[config.mk]
export PLATFORM = sky130hd
export DESIGN_NAME = minimax_mem_arbiter
export DESIGN_NICKNAME = d
export VERILOG_FILES = /design/src/rtl/minimax_mem_arbiter.sv
export SDC_FILE = /design/constraint.sdc
export NUM_CORES = 1
export LEC_CHECK = 0
export ABC_CLOCK_PERIOD_IN_PS = 2000
export BUFFER_PORTS_ARGS = -buffer_cell sky130_fd_sc_hd__buf_4
export CAP_MARGIN = 40
export CORE_AREA = 2 2 104 106
export DETAILED_ROUTE_END_ITERATION = 8
export DIE_AREA = 0 0 106 108
export PLACE_DENSITY_LB_ADDON = 0.12
export SYNTH_ARGS = -nofsm -noshare
export SYNTH_HDL_FRONTEND = slang
export SYNTH_SLANG_ARGS = --single-unit
[constraint.sdc]
create_clock -name clk -period 2 [get_ports clk]
set_input_delay 0.1 -clock clk [delete_from_list [all_inputs] [get_ports clk]]
set_output_delay 0.1 -clock clk [all_outputs]
set_load 0.01 [all_outputs]
[src/rtl/minimax_mem_arbiter.sv]
// minimax_mem_arbiter: lets the core's fetch port and data port share one
// single-port synchronous RAM (1-cycle read latency). Grants at most one
// access per cycle, round-robin under contention. Writes to the simulation
// exit register are captured here and never reach the RAM.
module minimax_mem_arbiter #(
  parameter int          ADDR_BITS = 12,
  parameter logic [31:0] EXIT_ADDR = 32'hfffffffc
) (
  input  logic                 clk,
  input  logic                 reset,
  // instruction fetch port
  input  logic                 i_req,
  input  logic [ADDR_BITS-1:0] i_addr,
  output logic                 i_ready,
  output logic                 i_rvalid,
  output logic [15:0]          i_rdata,
  // data port
  input  logic                 d_req,
  input  logic [31:0]          d_addr,
  input  logic [3:0]           d_wmask,
  input  logic [31:0]          d_wdata,
  output logic                 d_ready,
  output logic                 d_rvalid,
  output logic [31:0]          d_rdata,
  // RAM port
  output logic                 mem_en,
  output logic [ADDR_BITS-3:0] mem_addr,
  output logic [3:0]           mem_wmask,
  output logic [31:0]          mem_wdata,
  input  logic [31:0]          mem_rdata,
  // status
  output logic                 exit_valid,
  output logic [31:0]          exit_code,
  output logic [15:0]          stall_count
);

  // Which requester won the most recent accept; the other one wins the
  // next contended cycle.
  typedef enum logic {
    GRANT_I = 1'b0,
    GRANT_D = 1'b1
  } grant_t;

  grant_t      r_last_grant;
  logic        r_i_rvalid;
  logic        r_d_rvalid;
  logic        r_i_hi;        // fetch address bit 1 of the read in flight
  logic        r_exit_valid;
  logic [31:0] r_exit_code;
  logic [15:0] r_stall_count;

  logic w_grant_i;
  logic w_grant_d;
  logic w_exit_wr;
  logic w_stall;
  logic w_unused_addr0;

  // Byte-lane select within a halfword is irrelevant for 16-bit fetches.
  assign w_unused_addr0 = i_addr[0];

  // Full-word store to the exit register; partial stores there are plain
  // aliased RAM writes.
  assign w_exit_wr = (d_addr == EXIT_ADDR) && (d_wmask == 4'hf);

  // Round-robin grant; nothing is granted while reset is held.
  always_comb begin
    w_grant_i = 1'b0;
    w_grant_d = 1'b0;
    if (!reset) begin
      if (i_req && d_req) begin
        w_grant_i = (r_last_grant == GRANT_D);
        w_grant_d = (r_last_grant == GRANT_I);
      end else begin
        w_grant_i = i_req;
        w_grant_d = d_req;
      end
    end
  end

  assign i_ready = w_grant_i;
  assign d_ready = w_grant_d;

  // A requester that asserts req without being granted loses this cycle.
  assign w_stall = (i_req & ~w_grant_i) | (d_req & ~w_grant_d);

  // RAM port steering; wmask is forced to zero whenever the strobe is low.
  always_comb begin
    mem_en    = 1'b0;
    mem_addr  = i_addr[ADDR_BITS-1:2];
    mem_wmask = 4'h0;
    mem_wdata = d_wdata;
    if (w_grant_d) begin
      mem_addr = d_addr[ADDR_BITS-1:2];
      if (!w_exit_wr) begin
        mem_en    = 1'b1;
        mem_wmask = d_wmask;
      end
    end else if (w_grant_i) begin
      mem_en = 1'b1;
    end
  end

  // Arbitration history and read-return tracking.
  always_ff @(posedge clk) begin
    if (reset) begin
      r_last_grant <= GRANT_D;
      r_i_rvalid   <= 1'b0;
      r_d_rvalid   <= 1'b0;
      r_i_hi       <= 1'b0;
    end else begin
      if (w_grant_i) begin
        r_last_grant <= GRANT_I;
      end else if (w_grant_d) begin
        r_last_grant <= GRANT_D;
      end
      r_i_rvalid <= w_grant_i;
      // Only true reads return data; exit writes carry a full mask.
      r_d_rvalid <= w_grant_d && (d_wmask == 4'h0);
      if (w_grant_i) begin
        r_i_hi <= i_addr[1];
      end
    end
  end

  // Exit register: first full-word write wins and is held until reset.
  always_ff @(posedge clk) begin
    if (reset) begin
      r_exit_valid <= 1'b0;
      r_exit_code  <= 32'h0;
    end else if (w_grant_d && w_exit_wr && !r_exit_valid) begin
      r_exit_valid <= 1'b1;
      r_exit_code  <= d_wdata;
    end
  end

  // Saturating count of cycles in which some request was held off.
  always_ff @(posedge clk) begin
    if (reset) begin
      r_stall_count <= 16'h0;
    end else if (w_stall && (r_stall_count != 16'hffff)) begin
      r_stall_count <= r_stall_count + 16'd1;
    end
  end

  // Read data comes straight from the RAM; reset arriving in the return
  // cycle squashes the valid pulse immediately.
  assign i_rvalid    = r_i_rvalid & ~reset;
  assign d_rvalid    = r_d_rvalid & ~reset;
  assign i_rdata     = r_i_hi ? mem_rdata[31:16] : mem_rdata[15:0];
  assign d_rdata     = mem_rdata;
  assign exit_valid  = r_exit_valid;
  assign exit_code   = r_exit_code;
  assign stall_count = r_stall_count;

endmodule

* Word level (Yosys, flattened, before mapping)
Index checks and enable logic that the tools add are counted.
** Operators by class
- $add $sub $neg :: 1
- Eq/ne operators :: 3
- Mux-type cells :: 13
- Bitwise operators :: 9
- Reductions and logical operators :: 9
** Operator list (count)
- $eq A32 B32 Y1 const B :: 1
- $add A16 B1 Y16 const B :: 1
- $mux W16 :: 1
- $ne A16 B16 Y1 const B :: 1
- $mux W10 :: 1
- $mux W1 :: 9
- $mux W4 :: 2
- $logic_and A1 B1 Y1 :: 6
- $and A1 B1 Y1 :: 4
- $eq A4 B4 Y1 const B :: 1
- $logic_not A4 Y1 :: 1
- $not A1 Y1 :: 4
- $reduce_bool A2 Y1 :: 1
- $logic_not A1 Y1 :: 1
- $or A1 B1 Y1 :: 1
** Storage, ports and cells
- Register bits after elaboration :: 53
- Bits of input ports :: 116
- Output and inout port bits :: 148
- Word-level logic and storage cells :: 42

* Longest topological paths before layout
- Word-level depth :: 7
- Gate-level depth with buffers :: 7
- Gate-level depth less buffers :: 5

* Worst setup path before layout
OpenSTA, ideal clock, no wires.
- Path type :: register to output
- Start :: register r_last_grant
- End :: output mem_addr[1]
- Arrival time :: 1.557 ns
- Data required time :: 1.900 ns
- Slack :: 0.343 ns
- Stages on the path, launching flop included :: 6
- Buffers on the path :: 1
- Path through :: dfxtp_1 -> and2_1 -> or3b_2 -> inv_1 -> buf_4 -> mux2_2
** On the way
- Cells in the longest elaborated chain, start to end :: 4
** RTL lines
- start: declaration :: line 44 : grant_t r_last_grant;
- start signal: assignment :: line 106 : r_last_grant <= GRANT_D;
- start signal: assignment :: line 112 : r_last_grant <= GRANT_I;
- start signal: assignment :: line 114 : r_last_grant <= GRANT_D;
- $not A1 Y1 :: line 72 : w_grant_d = (r_last_grant == GRANT_I);
- $mux W1 :: line 70 : if (i_req && d_req) begin
- $mux W1 :: line 69 : if (!reset) begin
- net d_ready :: line 22 : output logic d_ready,
- $mux W10 :: line 92 : if (w_grant_d) begin
- end: declaration :: line 27 : output logic [ADDR_BITS-3:0] mem_addr,
The timed path passes the listed nets, and every way through them passes these cells.

* Worst setup path after layout
- Start :: register r_last_grant
- End :: output mem_addr[4]
** On the way
- Cells in the longest elaborated chain, start to end :: 4
** RTL lines (line)
- $not A1 Y1 :: 72
- $mux W1 :: 70
- $mux W1 :: 69
- $mux W10 :: 92
Every way passes these cells.

==> impl_results.md <==
- Share of cells above drive strength 1: 0.620
- Vias in the first global route: roughly 3,000
- Adder-cell area share of the yosys netlist: 0.00780
- Hold Fails Final Rpt: 0
- Drt via density: about 4.7
- CP arrival: roughly 1900 ps
- Cell Chain, Critical Path: and2_4, or3b_4, clkinvlp_4, mux2_4, buf_6
- Post-synthesis mux area share: 0.221
- Worst slew margin: 0.629
- Peak VDD IR: around 0.26 mV
- Port bufs: 262
- Nets: between 600 and 700
- Final Setup Violations: 0
- Max Root-Sink Buffers: 2
- Crit path max fanout: 6
- DRC: 0
- Initial antenna violation count: 0
- Power per cell area: approximately 440 nW/µm²
- CP Launch Type: flop
- Slowest CP cell: or3b_4
- WL/cell: ~15 µm
- Tot Pwr: around 2300 µW
- Fin. max-slew vios: 0
- Lkg Pwr: 0.00252 µW
- Final critical-path setup slack: 19.4 ps
- Top-level port count: between 200 and 300
- HPWL Detailed: a little over 8000 µm
- Max-cap violations: 0
- Post-route ant nets: 0
- Root Driver: clkbuf_8
- Area Growth Syn to Fin: 57.3%
- RSZ-0062 raised after global routing: yes
- Initial Util: 0.329
- Worst R2R Start: stall_count[2]$_SDFFE_PP0P_
- Pre-CTS WS: roughly 80 ps
- CTS tree: built
- Crit path capture type: output port
- Num CTS Buffers: 5
- Diodes inserted: 0
- Final Instance Area: approximately 5300 µm²
- Mapped Area: ~3400 µm²
- Slew @ Worst Pin: around 560 ps
- Main synth FF type: dfxtp_1
- Die Wd: 106 µm
- Clk_lat worst skew: about 310 ps
- Syn Area/Cell: between 9 and 10 µm²
- Synth Area in XOR/XNOR: 0
- Most frequent cells in the layout: buf_4, dfxtp_1, nor2b_1
- Kind of critical path: flop to output port
- Netlist cell types: 42
- Largest stage delay, worst path: 450 ps
- CTS sink count: between 50 and 60
- Critical Path Start: r_last_grant$_SDFFE_PP1P_
- Largest net degree at the start of global routing: 56
- Yosys warnings: 0
- Crit path required time: about 1900 ps
- Synth Area in Simple Gates: 0.224
- Commonest non-fill, non-tap cell in the layout: buf_4
- FF+latch count, synth: between 50 and 60
- Period minus WS final: 1980 ps
- EDFF count, synth: 0
- Worst-path clk slew: between 100 and 150 ps
- Core outline area: slightly above 10,000 µm²
- Rows: 37
- Largest family of logic cells by synthesized area: simple AND/OR/NAND/NOR gates
- Syn_nets: 466
- Compound-Gate Fraction of Synth Area: 0.0576
- Detailed-route via count: 3,250
- Worst Hold Launch: d_wdata[14]
- Clock Skews: 9.52 ps
- Grt ovf: 0
- Worst Path Buf+Inv: 2
- Initial DRC count: between 100 and 150
- First-pass DRT Iterations: 4
- Register area share after synthesis: 0.315
- First-pass GRT wire length: between 15,000 and 20,000 µm
- Status: complete, no violations
- Mapped Cells: about 350
- Overall routing resource usage: 0.169
- Post-DP Area: between 5000 and 6000 µm²
- WL final: about 11,000 µm
- Cell family with most CP delay: simple AND/OR/NAND/NOR gates
- Min-Delay Path Class: input port to flop
- Asr flop ratio synth: 0
- Die Y: approximately 110 µm
- Number of H-tree levels: 2
- GP Congestion: 0.849
- Final period util: 0.990
- Die area: roughly 11,000 µm²
- Highest Clock Rate: a little over 0.5 GHz
-- flip-flops by register name, summed over array words and instances, names as in the netlist --
signal	flops
r_d_rvalid	1
exit_code	32
r_i_hi	1
r_last_grant	1
stall_count	16
exit_valid	1
r_i_rvalid	1
-- area by class of cell --
type | instances | area [µm²]
sequential | 53 | 1060
inverter | 5 | 22.5
fill | 955 | 4930
timing repair inverter | 1 | 7.51
timing repair buffer | 283 | 2190
clock inverter | 3 | 21.3
clock buffer | 5 | 68.8
multi-input combinational | 211 | 1750
tap | 136 | 170
-- path summary, 6_finish.rpt --
| check | slack, ps | depth (start not counted) | to |
|---|---|---|---|
| hold reg to reg | 480 | 2 | exit_code[24]$_SDFFE_PP0P_ |
| setup reg to reg | 230 | 4 | stall_count[15]$_SDFFE_PP0P_ |
| hold / removal | 20 | 2 | exit_code[14]$_SDFFE_PP0P_ |
| setup / recovery | 20 | 5 | mem_addr[4] |
-- kinds of logic (layout without fill, tap and decap cells) --
logic type,count (synthesis),after routing
simple gates,116,116
mux,60,60
flops,53,53
compound gates,33,33
fa+ha+maj,2,2
buf+inv,85,297
-- layer usage --
| metal | wire [µm] | vias to the layer above | share of wire | global-route usage |
|---|---|---|---|---|
| met5 | 0 | - | 0 | 0 |
| met3 | 819 | 16 | 0.077 | 0.0410 |
| met4 | 200 | 0 | 0.019 | 0.0536 |
| met2 | 5660 | 163 | 0.53 | 0.324 |
| li1 | - | 1584 | - | - |
| met1 | 3900 | 1487 | 0.37 | 0.183 |
-- metrics by stage --
step	hold WS [ps]	setup TNS, ps	util	std cells
after floorplan	209	0	-	349
after CTS	2.06	-24.0	0.503	687
after global routing	0.542	-351	0.518	697
final	15.1	0	0.518	697
after global placement	301	0	0.491	676
after detailed placement	316	0	0.491	676
-- power by group --
| group | switching, µW | internal, µW |
|---|---|---|
| Sequential | 10.9 | 1060 |
| Combinational | 246 | 383 |
| Clock | 380 | 250 |
-- synth_stat cells, types with 2 or more instances --
| cell | count | share of area |
|---|---|---|
| or4_1 | 7 | 0.016 |
| buf_4 | 67 | 0.15 |
| nor2_1 | 8 | 0.0089 |
| o31ai_1 | 6 | 0.013 |
| nand2_1 | 6 | 0.0067 |
| or3_1 | 4 | 0.0074 |
| a211oi_1 | 2 | 0.0045 |
| nand4_1 | 14 | 0.026 |
| buf_1 | 2 | 0.0022 |
| nor2b_1 | 33 | 0.061 |
| o21ai_0 | 8 | 0.012 |
| dfxtp_1 | 53 | 0.32 |
| nor3_1 | 3 | 0.0045 |
| a21oi_1 | 13 | 0.019 |
| and4_1 | 3 | 0.0078 |
| mux2i_1 | 4 | 0.012 |
| nor3b_1 | 2 | 0.0045 |
| inv_1 | 5 | 0.0056 |
| and2_1 | 7 | 0.013 |
| mux2_4 | 20 | 0.089 |
| clkbuf_1 | 8 | 0.0089 |
| nand2b_1 | 9 | 0.017 |
| a31oi_1 | 2 | 0.0037 |
| buf_6 | 2 | 0.0067 |
| nand3_1 | 7 | 0.010 |
| and3_1 | 2 | 0.0037 |
| nor4_1 | 2 | 0.0037 |
| mux2_2 | 36 | 0.12 |
-- what timing repair did --
| item | 4_1_cts | 5_1_grt |
|---|---|---|
| gates cloned | 1 | 0 |
| hold buffers | 1 | 10 |
| endpoints found under the hold margin | 1 | 10 |
| pin swaps | 0 | 1 |
| endpoints found under the setup margin | 10 | 10 |
| setup buffers | 1 | 0 |
| resized for setup | 4 | 14 |
Note: power is estimated with default switching activity, not from simulation.
